### config.mk
export PLATFORM = sky130hd
export DESIGN_NAME = mc_control_fsm
export DESIGN_NICKNAME = d
export VERILOG_FILES = /design/src/rtl/ctrl_pkg.sv /design/src/rtl/alu_decoder.sv /design/src/rtl/mc_control_fsm.sv
export SDC_FILE = /design/constraint.sdc
export NUM_CORES = 1
export LEC_CHECK = 0
export CAP_MARGIN = 5
export CELL_PAD_IN_SITES_DETAIL_PLACEMENT = 0
export CELL_PAD_IN_SITES_GLOBAL_PLACEMENT = 2
export CORE_MARGIN = 2
export CORE_UTILIZATION = 30
export CTS_BUF_LIST = sky130_fd_sc_hd__clkbuf_8 sky130_fd_sc_hd__clkbuf_16
export CTS_CLUSTER_SIZE = 28
export DETAILED_ROUTE_END_ITERATION = 10
export PLACE_DENSITY_LB_ADDON = 0.1
export SYNTH_ARGS = -nofsm -noshare
export SYNTH_HDL_FRONTEND = slang
export SYNTH_SLANG_ARGS = --single-unit
### constraint.sdc
create_clock -name clk -period 6.2 [get_ports clk]
set_clock_uncertainty 0.2 [all_clocks]
set_input_delay 0.93 -clock clk [delete_from_list [all_inputs] [get_ports clk]]
set_output_delay 0.93 -clock clk [all_outputs]
set_load 0.01 [all_outputs]
### src/rtl/ctrl_pkg.sv
// rtl/ctrl_pkg.sv - shared encodings for the multi-cycle RV32I control unit
package ctrl_pkg;

  typedef enum logic [4:0] {
    S_FETCH, S_DECODE, S_MEM_ADR, S_MEM_READ, S_MEM_WB, S_MEM_WRITE,
    S_EXEC_R, S_EXEC_I, S_ALU_WB, S_LUI, S_AUIPC, S_JAL, S_JALR,
    S_LINK, S_BRANCH, S_FAULT, S_TRAP
  } state_t;

  localparam logic [3:0] ALU_ADD  = 4'b0000;
  localparam logic [3:0] ALU_SUB  = 4'b0001;
  localparam logic [3:0] ALU_AND  = 4'b0010;
  localparam logic [3:0] ALU_OR   = 4'b0011;
  localparam logic [3:0] ALU_XOR  = 4'b0100;
  localparam logic [3:0] ALU_SLL  = 4'b0101;
  localparam logic [3:0] ALU_SRL  = 4'b0110;
  localparam logic [3:0] ALU_SRA  = 4'b0111;
  localparam logic [3:0] ALU_SLT  = 4'b1000;
  localparam logic [3:0] ALU_SLTU = 4'b1001;

  localparam logic [6:0] OP_LOAD   = 7'b0000011;
  localparam logic [6:0] OP_STORE  = 7'b0100011;
  localparam logic [6:0] OP_REG    = 7'b0110011;
  localparam logic [6:0] OP_IMM    = 7'b0010011;
  localparam logic [6:0] OP_LUI    = 7'b0110111;
  localparam logic [6:0] OP_AUIPC  = 7'b0010111;
  localparam logic [6:0] OP_JAL    = 7'b1101111;
  localparam logic [6:0] OP_JALR   = 7'b1100111;
  localparam logic [6:0] OP_BRANCH = 7'b1100011;

  localparam logic [2:0] IMM_I = 3'b000;
  localparam logic [2:0] IMM_S = 3'b001;
  localparam logic [2:0] IMM_B = 3'b010;
  localparam logic [2:0] IMM_J = 3'b011;
  localparam logic [2:0] IMM_U = 3'b100;

  localparam logic [1:0] RES_ALUOUT = 2'b00;
  localparam logic [1:0] RES_MEM    = 2'b01;
  localparam logic [1:0] RES_ALU    = 2'b10;

  localparam logic [1:0] SRCA_ZERO  = 2'b00;
  localparam logic [1:0] SRCA_OLDPC = 2'b01;
  localparam logic [1:0] SRCA_RS1   = 2'b10;

  localparam logic [1:0] SRCB_RS2  = 2'b00;
  localparam logic [1:0] SRCB_IMM  = 2'b01;
  localparam logic [1:0] SRCB_FOUR = 2'b10;

  // alu_op tells the decoder whether to force ADD/SUB or look at funct3/funct7
  localparam logic [1:0] ALUOP_ADD   = 2'b00;
  localparam logic [1:0] ALUOP_SUB   = 2'b01;
  localparam logic [1:0] ALUOP_FUNCT = 2'b10;

  function automatic logic is_mem_wait(input state_t s);
    return s inside {S_FETCH, S_MEM_READ, S_MEM_WRITE};
  endfunction

  function automatic logic [2:0] imm_sel(input logic [6:0] op);
    case (op)
      OP_STORE:         return IMM_S;
      OP_BRANCH:        return IMM_B;
      OP_JAL:           return IMM_J;
      OP_LUI, OP_AUIPC: return IMM_U;
      default:          return IMM_I;
    endcase
  endfunction

endpackage

### src/rtl/alu_decoder.sv
// rtl/alu_decoder.sv - combinational alu_op/funct decode to alu_control
module alu_decoder
  import ctrl_pkg::*;
(
  input  logic [1:0] alu_op,
  input  logic [6:0] opcode,
  input  logic [2:0] funct3,
  input  logic [6:0] funct7,
  output logic [3:0] alu_control
);

  logic unused_funct7;
  assign unused_funct7 = ^{funct7[6], funct7[4:0]};

  always_comb begin
    alu_control = ALU_ADD;
    case (alu_op)
      ALUOP_SUB: alu_control = ALU_SUB;
      ALUOP_FUNCT: begin
        case (funct3)
          // only register-register ops subtract; ADDI's imm bits land in funct7
          3'b000: alu_control = (opcode == OP_REG && funct7[5]) ? ALU_SUB : ALU_ADD;
          3'b001: alu_control = ALU_SLL;
          3'b010: alu_control = ALU_SLT;
          3'b011: alu_control = ALU_SLTU;
          3'b100: alu_control = ALU_XOR;
          3'b101: alu_control = funct7[5] ? ALU_SRA : ALU_SRL;
          3'b110: alu_control = ALU_OR;
          3'b111: alu_control = ALU_AND;
        endcase
      end
      default: alu_control = ALU_ADD;
    endcase
  end

endmodule

### src/rtl/mc_control_fsm.sv
// rtl/mc_control_fsm.sv - multi-cycle RV32I control FSM; CTRL_ILLEGAL_TRAP_EN adds the illegal trap
module mc_control_fsm
  import ctrl_pkg::*;
#(
  parameter int CNT_W        = 32,
  parameter int MEM_WAIT_MAX = 15
) (
  input  logic             clk,
  input  logic             reset,
  input  logic [6:0]       opcode,
  input  logic [2:0]       funct3,
  input  logic [6:0]       funct7,
  input  logic             zero,
  input  logic             less_than,
  input  logic             signed_less_than,
  input  logic             mem_ready,
  output logic             mem_req,
  output logic             mem_write,
  output logic [1:0]       mem_size,
  output logic             mem_unsigned,
  output logic             adr_src,
  output logic             ir_write,
  output logic             pc_write,
  output logic             reg_write,
  output logic [1:0]       alu_src_a,
  output logic [1:0]       alu_src_b,
  output logic [1:0]       result_src,
  output logic [3:0]       alu_control,
  output logic [2:0]       imm_src,
  output logic [CNT_W-1:0] instret,
  output logic             fault
`ifdef CTRL_ILLEGAL_TRAP_EN
  ,
  output logic             illegal
`endif
);

  localparam int WAIT_W = $clog2(MEM_WAIT_MAX + 2);

  state_t            state, state_next;
  logic [WAIT_W-1:0] wait_cnt;
  logic [1:0]        alu_op;
  logic              taken, timeout;
  logic              mem_req_raw, mem_write_raw, ir_write_raw, pc_write_raw, reg_write_raw;

  assign mem_size     = funct3[1:0];
  assign mem_unsigned = funct3[2];
  assign imm_src      = imm_sel(opcode);

  alu_decoder u_alu_decoder (
    .alu_op      (alu_op),
    .opcode      (opcode),
    .funct3      (funct3),
    .funct7      (funct7),
    .alu_control (alu_control)
  );

  always_comb begin
    case (funct3)
      3'b000:  taken = zero;
      3'b001:  taken = !zero;
      3'b100:  taken = signed_less_than;
      3'b101:  taken = !signed_less_than;
      3'b110:  taken = less_than;
      3'b111:  taken = !less_than;
      default: taken = 1'b0;
    endcase
  end

  // a late mem_ready on the limit cycle still completes the access
  assign timeout = (MEM_WAIT_MAX > 0) && is_mem_wait(state) && !mem_ready &&
                   (wait_cnt == WAIT_W'(MEM_WAIT_MAX));

`ifdef CTRL_ILLEGAL_TRAP_EN
  logic illegal_enc;

  always_comb begin
    case (opcode)
      OP_LOAD:   illegal_enc = funct3 inside {3'b011, 3'b110, 3'b111};
      OP_STORE:  illegal_enc = funct3 >= 3'b011;
      OP_BRANCH: illegal_enc = funct3 inside {3'b010, 3'b011};
      OP_REG, OP_IMM, OP_LUI, OP_AUIPC, OP_JAL, OP_JALR: illegal_enc = 1'b0;
      default:   illegal_enc = 1'b1;
    endcase
  end
`endif

  always_comb begin
    state_next    = state;
    mem_req_raw   = 1'b0;
    mem_write_raw = 1'b0;
    ir_write_raw  = 1'b0;
    pc_write_raw  = 1'b0;
    reg_write_raw = 1'b0;
    adr_src       = 1'b0;
    alu_src_a     = SRCA_OLDPC;
    alu_src_b     = SRCB_FOUR;
    result_src    = RES_ALU;
    alu_op        = ALUOP_ADD;
    case (state)
      S_FETCH: begin
        mem_req_raw = 1'b1;
        if (mem_ready) begin
          ir_write_raw = 1'b1;
          pc_write_raw = 1'b1;
          state_next   = S_DECODE;
        end else if (timeout) begin
          state_next = S_FAULT;
        end
      end
      S_DECODE: begin
        alu_src_b = SRCB_IMM;
        case (opcode)
          OP_LOAD, OP_STORE: state_next = S_MEM_ADR;
          OP_REG:            state_next = S_EXEC_R;
          OP_IMM:            state_next = S_EXEC_I;
          OP_LUI:            state_next = S_LUI;
          OP_AUIPC:          state_next = S_AUIPC;
          OP_JAL:            state_next = S_JAL;
          OP_JALR:           state_next = S_JALR;
          OP_BRANCH:         state_next = S_BRANCH;
          default:           state_next = S_FETCH;
        endcase
`ifdef CTRL_ILLEGAL_TRAP_EN
        if (illegal_enc) state_next = S_TRAP;
`endif
      end
      S_MEM_ADR: begin
        alu_src_a  = SRCA_RS1;
        alu_src_b  = SRCB_IMM;
        state_next = (opcode == OP_STORE) ? S_MEM_WRITE : S_MEM_READ;
      end
      S_MEM_READ: begin
        mem_req_raw = 1'b1;
        adr_src     = 1'b1;
        if (mem_ready)    state_next = S_MEM_WB;
        else if (timeout) state_next = S_FAULT;
      end
      S_MEM_WB: begin
        result_src    = RES_MEM;
        reg_write_raw = 1'b1;
        state_next    = S_FETCH;
      end
      S_MEM_WRITE: begin
        mem_req_raw   = 1'b1;
        mem_write_raw = 1'b1;
        adr_src       = 1'b1;
        if (mem_ready)    state_next = S_FETCH;
        else if (timeout) state_next = S_FAULT;
      end
      S_EXEC_R: begin
        alu_src_a  = SRCA_RS1;
        alu_src_b  = SRCB_RS2;
        alu_op     = ALUOP_FUNCT;
        state_next = S_ALU_WB;
      end
      S_EXEC_I: begin
        alu_src_a  = SRCA_RS1;
        alu_src_b  = SRCB_IMM;
        alu_op     = ALUOP_FUNCT;
        state_next = S_ALU_WB;
      end
      S_ALU_WB: begin
        result_src    = RES_ALUOUT;
        reg_write_raw = 1'b1;
        state_next    = S_FETCH;
      end
      S_LUI: begin
        alu_src_a  = SRCA_ZERO;
        alu_src_b  = SRCB_IMM;
        state_next = S_ALU_WB;
      end
      S_AUIPC: begin
        alu_src_b  = SRCB_IMM;
        state_next = S_ALU_WB;
      end
      S_JAL: begin
        // target was captured in ALUOut during DECODE; ALU now forms the link value
        result_src   = RES_ALUOUT;
        pc_write_raw = 1'b1;
        state_next   = S_ALU_WB;
      end
      S_JALR: begin
        alu_src_a    = SRCA_RS1;
        alu_src_b    = SRCB_IMM;
        pc_write_raw = 1'b1;
        state_next   = S_LINK;
      end
      S_LINK: begin
        reg_write_raw = 1'b1;
        state_next    = S_FETCH;
      end
      S_BRANCH: begin
        alu_src_a    = SRCA_RS1;
        alu_src_b    = SRCB_RS2;
        alu_op       = ALUOP_SUB;
        result_src   = RES_ALUOUT;
        pc_write_raw = taken;
        state_next   = S_FETCH;
      end
      default: state_next = state;
    endcase
  end

  // reset kills any enable in the same cycle, abandoning an in-flight access
  assign mem_req   = mem_req_raw   & reset;
  assign mem_write = mem_write_raw & reset;
  assign ir_write  = ir_write_raw  & reset;
  assign pc_write  = pc_write_raw  & reset;
  assign reg_write = reg_write_raw & reset;

  always_ff @(posedge clk) begin
    if (!reset) begin
      state    <= S_FETCH;
      instret  <= '0;
      wait_cnt <= '0;
      fault    <= 1'b0;
`ifdef CTRL_ILLEGAL_TRAP_EN
      illegal  <= 1'b0;
`endif
    end else begin
      state <= state_next;
      if (state != S_FETCH && state_next == S_FETCH)
        instret <= instret + CNT_W'(1);
      if (is_mem_wait(state) && state_next == state && !mem_ready)
        wait_cnt <= wait_cnt + WAIT_W'(1);
      else
        wait_cnt <= '0;
      if (state_next == S_FAULT)
        fault <= 1'b1;
`ifdef CTRL_ILLEGAL_TRAP_EN
      if (state_next == S_TRAP)
        illegal <= 1'b1;
`endif
    end
  end

endmodule

# ---- Yosys cells after proc, flatten, opt, wreduce, memory -nomap -nowiden
# Index checks and enable logic that the tools add are counted.
dict set report word_totals {
  reg_bits 43
  inputBits 23
  output_inout_bits 55
}
dict set report classes {
  add_sub_neg 2
  eq_ne 35
  n_mux 24
  n_bitwise 5
  reduce_logical 29
}
# cell count
set op_table {}
lappend op_table {{case mux 4 bit (8 select lines)} 2}
lappend op_table {{== test 5 x 4 -> 1 bit, second input constant} 9}
lappend op_table {{case mux 5 bit (8 select lines)} 1}
lappend op_table {{adder 32 x 1 -> 32 bit, second input constant} 1}
lappend op_table {{== test 7 x 6 -> 1 bit, second input constant} 3}
lappend op_table {{== test 7 bit, second input constant} 3}
lappend op_table {{== test 5 x 3 -> 1 bit, second input constant} 4}
lappend op_table {{two-way mux 5 bit} 4}
lappend op_table {{case mux 2 bit (2 select lines)} 4}
lappend op_table {{== test 7 x 5 -> 1 bit, second input constant} 2}
lappend op_table {{== test 3 bit, second input constant} 4}
lappend op_table {{case mux 3 bit (4 select lines)} 1}
lappend op_table {{OR reduction 2 bit} 6}
lappend op_table {{== test 5 x 2 -> 1 bit, second input constant} 2}
lappend op_table {{logical NOT 5 bit} 2}
lappend op_table {{OR reduction 5 bit} 2}
lappend op_table {{OR reduction 3 bit} 3}
lappend op_table {{two-way mux 1 bit} 8}
lappend op_table {{case mux 4 bit (2 select lines)} 1}
lappend op_table {{== test 7 x 2 -> 1 bit, second input constant} 1}
lappend op_table {{== test 3 x 2 -> 1 bit, second input constant} 2}
lappend op_table {{logical AND 1 bit} 6}
lappend op_table {{case mux 1 bit (6 select lines)} 1}
lappend op_table {{OR reduction 6 bit} 1}
lappend op_table {{15 further kinds} 22}

# ---- Logic depth before layout (Yosys ltp)
# Gate-level depths: netlist (run 1).
dict set report depth {
  word_depth 11
  mapped_depth 10
  mapped_depth_nobuf 9
}

# ---- By module
# A second synthesis (run 1) with hierarchy kept.
dict set report hier_totals {
  cells_unflattened 402
  hier_area_um2 3039.2
}
# mod n_inst cells_per_inst area_each_um2 seq_area_each_um2
set modules_own_cells {}
lappend modules_own_cells {mc_control_fsm 1 383 2890.3 860.8}
lappend modules_own_cells {alu_decoder 1 19 148.9 0.0}

# ---- Worst setup path after synthesis (run 1)
# OpenSTA, ideal clock, no wires.
dict set report synth_path {
  path_type {register to output}
  startpoint {reg state[2]}
  endpoint {out alu_control[2]}
  arrival_time_ns 1.913
  required_time_ns 5.070
  slack_ns 3.157
  stages_incl_launch_ff 7
  path_cell_list {dfxtp_1 buf_2 clkbuf_1 clkbuf_1 and3_1 ha_1 nor4b_1}
}
dict set report synth_between {
  elab_chain_len 5
  elab_cells_between_ends 8
  cone_classes {eq/ne: 5; mux: 2; reduce/logical: 1}
}
# item line
set synth_rtl {}
lappend synth_rtl {{start, declared} mc_control_fsm.sv:40} ;# state_t state, state_next;
lappend synth_rtl {{start signal, assigned} mc_control_fsm.sv:222} ;# state <= state_next;
lappend synth_rtl {{== test 5 x 3 -> 1 bit} mc_control_fsm.sv:100} ;# case (state)
lappend synth_rtl {{OR reduction 2 bit (no line)} --}
lappend synth_rtl {{case mux 2 bit (2 select lines) (*)} mc_control_fsm.sv:100}
lappend synth_rtl {{== test 2 bit or == test 2 x 1 -> 1 bit (tied branches)} alu_decoder.sv:17} ;# case (alu_op)
lappend synth_rtl {{case mux 4 bit (2 select lines) (*)} alu_decoder.sv:17}
lappend synth_rtl {{end, declared} mc_control_fsm.sv:28} ;# output logic [3:0] alu_control,
# Every way passes the cells marked *; elsewhere a longest branch is shown, timed or not.

# ---- Worst setup path in the final report (run 1)
dict set report layout_path {
  startpoint {in reset}
  endpoint {out mem_write}
}
dict set report layout_between {
  elab_chain_len 1
}
# item line
set layout_rtl {}
lappend layout_rtl {{start, declared} mc_control_fsm.sv:9} ;# input logic reset,
lappend layout_rtl {{bitwise AND 1 bit} mc_control_fsm.sv:207} ;# assign mem_write = mem_write_raw & reset;
lappend layout_rtl {{end, declared} mc_control_fsm.sv:18} ;# output logic mem_write,
# No other way between the ends.

==> metrics.yaml, run 1 <==
cpMostUsedCell: "clkdlybuf4s50_1"
hold_viol_final: 0
r2r_cells: 6
core_area_um2: 10200
clkTransAtPathRegs_ns: 0.09
grt_max_degree: 55
n_antenna_cell: 0
cp.required_ns: 5.07
synth_top_family_by_area: "simple AND/OR/NAND/NOR gates"
crit-reg2reg-launch: "state[1]$_SDFF_PN0_"
syn_inst: 411
gr-usage-all-layers_pct: 15.9
rows: 37
syn_nets: 439
cts_buffer_depth: 2
reg2reg_slack_ns: 2.71
max_freq_mhz: 237
post-route-util_pct: 39.2
cts_buffers: 5
rsz0062_at_grt: "false"
viasPerCell: 5.46
path_max_fanout: 22
io_pins: 78
clk_latency_ns: 0.30
die_y_um: 106
worst_slew_pin_slew_ns: 0.837
dp_cells: 586
crit_slowest_cell: "clkdlybuf4s50_1"
die_w_um: 106
post-synth-top-count-cell: "dfxtp_1"
io_buffers: 71
ant_nets: 0
p_per_area_nw_per_um2: 154
holdPathStages: 1
hp-class: "reg -> reg"
vdd_ir_drop_max_mv: 0.123
dp_hpwl_mm: 6.40
synth-simple-area-share_pct: 35.4
cp-end-kind: "primary output"
grt_pass1_wl_mm: 14.7
instances_no_fill: 594
initial_core_util_pct: 30.6
synth_compound_gate_area_share_pct: 22.8
cts_hold_buf: 0
dr.pass1.iters: 4
route.final.wire_length_mm: 9.05
synthTopCellsByCount: "43 x dfxtp_1, 33 x nand2_1, 32 x a21oi_1, 25 x nor2_1, 23 x or4_1"
critPathMaxStageDelay_ns: 0.99
avgSynthCellArea_um2: 7.61
worstSetupPathType: "in -> out"
synth_top_area_cell: "dfxtp_1"
clock-sinks: 43
synth-seq-area-share_pct: 27.5
area_growth_pct: 28.1
drtIter0Drc: 87
final_nets: 485
gp_congestion: 0.734
antenna_found_initial: 0
post-route-min-period_ns: 4.21
yosys_warnings: 0
tns_ns: 0
ys_types: 63
min_from: "wait_cnt[0]$_SDFF_PN0_"
synth_area_leaders: "dfxtp_1 28%, or4_1 5.5%, a21oi_1 5.1%, o31ai_1 5.0%, nand2_1 4.0%"
async_flop_share_pct: 0
max_cap_violations: 0
synth_seq_cells: 43
cts_max_level: 2
synth_xor_area_share_pct: 2.48
vias: 3245
dieArea_um2: 11300
synth_top_area_share_pct: 27.5
synth_ff_type: "dfxtp_1"
status: "completed"
synth.area.mux_share_pct: 2.56
cts-root-buf: "clkbuf_8"
reg2reg_to: "instret[3]$_SDFFE_PN0P_"
postCtsSetupBuffers: 0
synth_edf_count: 0
post_cts_resized: 0
startpoint_type: "input port"
crit_chain: "clkdlybuf4s50_1 > inv_1 > nor4_1 > clkdlybuf4s50_1"
syn_area_um2: 3130
wl_per_cell_um: 15.2
grt_pass1_vias: 2889
cp.arrival_ns: 3.08
p_leak_uw: 0.00122
cts_tree: "yes"
drv_slew: 0
hold_end: "wait_cnt[0]$_SDFF_PN0_"
drc_errors: 0
slew-limit-headroom_pct: 44.1
grt_overflow: 0
post-route-period-util_pct: 68.0
drive_gt1_share_pct: 5.68
report.final.setup_viol: 0
synthAdderAreaFrac_pct: 2.00
-- state kept, by name, indices dropped and copies added (netlist names) --
signal    flops
instret      32
state         5
wait_cnt      5
fault         1
-- cells in the final DEF (no fill, tap or decap), types with 8 or more instances in the layout --
master and count:
clkdlybuf4s50_1 71, dfxtp_1 43, nand2_1 33, a21oi_1 32, nor2_1 25, or4_1 23
o31ai_1 21, nand3_1 20, inv_1 17, nand2b_1 13, o21ai_0 13, nand4_1 13
nor4_1 12, and3_1 8, nor3_1 8, mux2i_1 8
-- through the flow --
step | worst slack (ns) | hold WS (ns) | instance area, um2 | total power (uW)
3_5_place_dp | 1.95 | 0.248 | 3870 | 363
4_1_cts | 1.95 | 0.263 | 4010 | 628
3_3_place_gp | 1.97 | 0.231 | 3870 | 363
6_report | 1.99 | 0.254 | 4010 | 619
5_1_grt | 1.82 | 0.279 | 4010 | 646
2_1_floorplan | 3.16 | 0.218 | 3130 | 333
-- metal layers --
layer,wire (um),up-vias,part of all wire [%],global-route usage (%)
met2,4010,51,44,23.8
met4,61,0,0.67,3.29
met3,255,6,2.8,2.76
met5,0,-,0,0
met1,4730,1533,52,23.6
li1,-,1655,-,-
-- worst max-delay path: cells and delay by family --
kind                   cells  cell delay, ns
buffers and inverters      3            1.85
and+or+nand+nor            1            0.29
-- worst max path at each step --
| stage | start | end | cells past startpoint |
|---|---|---|---|
| finish | reset | mem_write | 4 |
| CTS | reset | reg_write | 4 |
| global route | reset | reg_write | 4 |
| floorplan | state[2]$_SDFF_PN0_ | alu_control[2] | 6 |
| detailed placement | reset | reg_write | 4 |
| global placement | reset | reg_write | 4 |
-- report_power, final --
group	internal [uW]	switching (uW)	total (uW)
logic	34.8	36.9	71.7
registers	278	5.95	284
clock network	161	103	263
-- cell type report --
class                      instances  area, um2
tap                              136        170
multi-input combinational        316       2040
sequential                        43        861
clock inverter                     3       67.6
clock buffer                       5       68.8
inverter                          17       63.8
timing repair buffer              74        733
fill                            1084       6220
-- logic make-up after synthesis --
group / after synthesis
AO/OA/AOI/OAI: 104
multiplexers: 8
adder cells (fa/ha/maj): 5
flip-flops: 43
XOR/XNOR: 8
buffers and inverters: 52
AND/OR/NAND/NOR: 191
(Power assumes the default switching activity.)
==> inputs of run 2 (changes only) <==
CORE_UTILIZATION = 28   (was 30)
clock period = 3.9 ns   (was 6.2 ns; I/O delays follow)
==> run 2 against run 1 <==
Net effect:
- die area is 6.9% higher
- highest routed layer unchanged
- first-iteration DRC count is 110% higher
- non-clock buffer count is 12 higher
- via count is 0.31% higher
- sequential share of layout area is 0.42 points lower
- largest cell class unchanged
- total power is 53% higher
- critical path depth is 3 higher
- final cell count is 2.7% higher
- critical endpoint is now alu_control[0]
- clock power is 43% higher
- wire length is 4.8% higher
==> metrics.yaml, run 2 (synthesis results as in run 1) <==
gp_congestion: 0.784  # +6.7%
switching_share_pct: 25.0  # +1.5 points
max_cap_violations: 0  # unchanged
postCtsSetupBuffers: 0  # unchanged
die_y_um: 110  # +3.4%
die_w_um: 110  # +3.4%
n_antenna_cell: 0  # unchanged
route.final.wire_length_mm: 9.49  # +4.8%
clk_latency_ns: 0.29  # about the same
wl_per_cell_um: 15.6  # +2.1%
post-route-period-util_pct: 90.6
gr-usage-all-layers_pct: 16.1  # +0.22 points
cts_buffers: 5  # unchanged
cts_hold_buf: 0  # unchanged
crit-reg2reg-launch: "state[0]$_SDFF_PN0_"
cp-end-kind: "primary output"
reg2reg_slack_ns: 0.70  # -2.01 ns
grt_overflow: 0  # unchanged
largest_reg_flops: 32  # unchanged
min_from: "wait_cnt[0]$_SDFF_PN0_"
io_pins: 78  # unchanged
rows: 38  # +2.7%
p_int_uw: 712  # +50%
dp_hpwl_mm: 6.84  # +7.0%
holdPathStages: 1  # unchanged
initial_core_util_pct: 28.7  # -1.8 points
clkTransAtPathRegs_ns: 0.09  # about the same
grt_pass1_vias: 3003  # +3.9%
reg.largest.list: "instret: 32 flops, state: 5 flops, wait_cnt: 5 flops"
max_freq_mhz: 283
cp-startpoint: "opcode[6]"
pwr-share-comb_pct: 12.7  # +1.1 points
dieArea_um2: 12000  # +6.9%
area_growth_pct: 30.6
rsz0062_at_grt: "false"
status: "completed"
core_area_um2: 10900  # +6.4%
cts-root-buf: "clkbuf_8"
r2r_cells: 7  # +1
io_buffers: 71  # unchanged
p_leak_uw: 0.00127  # +4.5%
cts_buffer_depth: 2  # unchanged
instances_no_fill: 610  # +2.7%
grt_max_degree: 55  # unchanged
final_cell_mix: "71 x clkdlybuf4s50_1, 43 x dfxtp_1, 33 x nand2_1"
largest-register: "instret"
cts_max_level: 2  # unchanged
cp.arrival_ns: 2.75  # -0.33 ns
report.final.setup_viol: 0  # unchanged
vdd_ir_drop_max_mv: 0.130  # +5.7%
viasPerCell: 5.34  # -2.3%
hold_viol_final: 0  # unchanged
path_max_fanout: 13  # -41%
drc_errors: 0  # unchanged
cts_tree: "yes"
drtIter0Drc: 184  # +110%
cp.required_ns: 3.12  # -1.95 ns
final_nets: 497  # +2.5%
mostFrequentLayoutCell: "clkdlybuf4s50_1"
dr.pass1.iters: 4  # unchanged
startpoint_type: "input port"
post-route-util_pct: 37.5  # -1.6 points
worstSetupPathType: "in -> out"
post-route-min-period_ns: 3.53
ant_nets: 0  # unchanged
slew-limit-headroom_pct: 43.2  # -0.87 points
drive_gt1_share_pct: 8.09  # +2.4 points
clock-sinks: 43  # unchanged
p_switching_uw: 237  # +63%
drv_slew: 0  # unchanged
vias: 3255  # +0.31%
tns_ns: 0  # unchanged
post_cts_resized: 0  # unchanged
seq_power_share_pct: 47.6  # +1.7 points
power.clock.fraction_pct: 39.7  # -2.8 points
p_per_area_nw_per_um2: 232  # +50%
grt_pass1_wl_mm: 15.4  # +4.9%
hp-class: "reg -> reg"
dp_cells: 602  # +2.7%
worst_slew_pin_slew_ns: 0.850  # +0.0131 ns
antenna_found_initial: 0  # unchanged
[run 2: changes by cell type in the layout (fill, tap and decap cells not counted)]
cell,before,now
buf_4,3,15
clkbuf_8,5,6
inv_6,0,1
clkinvlp_4,1,0
bufinv_16,2,1
[run 2: final timing paths]
kind                                                 end
worst min register to register    wait_cnt[0]$_SDFF_PN0_
worst min-delay path              wait_cnt[0]$_SDFF_PN0_
worst max register to register  instret[10]$_SDFFE_PN0P_
worst max-delay path                      alu_control[0]
[run 2: area by class of cell]
type                    count  area, um2
inverters                  17       63.8
flip-flops and latches     43        861
multi-input cells         316       2040
fillers                  1175       6800
clock inverters             2       38.8
clock buffers               6       82.6
repair buffers             86        823
well taps                 140        175
[run 2: metrics by stage]
step                      hold WS, ns  total power (uW)  setup WS (ns)  cell area [um2]
final                           0.249               949          0.368             4090
after global routing            0.274               999          0.168             4090
after CTS                       0.256               968          0.409             4090
after detailed placement        0.237               583          0.351             3970
after global placement          0.230               583          0.399             3970
after floorplan                 0.218               529           1.20             3130
[run 2: metal layers]
metal  track usage, %  share of wire (%)  up-vias
met5                0                  0        -
met4             2.17               0.36        0
met3             2.55                2.7        5
met2             25.3                 44       43
met1             23.6                 53     1541
li1                 -                  -     1666
[run 2: power groups by stage]
stage	registers (uW)	logic [uW]	clock network, uW
after CTS	451	122	394
after global routing	453	134	412
after detailed placement	462	122	0
after global placement	462	121	0
after floorplan	457	71.5	0
final	451	121	377
[run 2: worst max-delay path, cell delays in order]
cell and delay (ns):
clkdlybuf4s50_1 0.59, nor2_1 0.16, nand2_1 0.11, nor4_1 0.39, o21ai_0 0.19, a21oi_1 0.17, clkdlybuf4s50_1 0.55
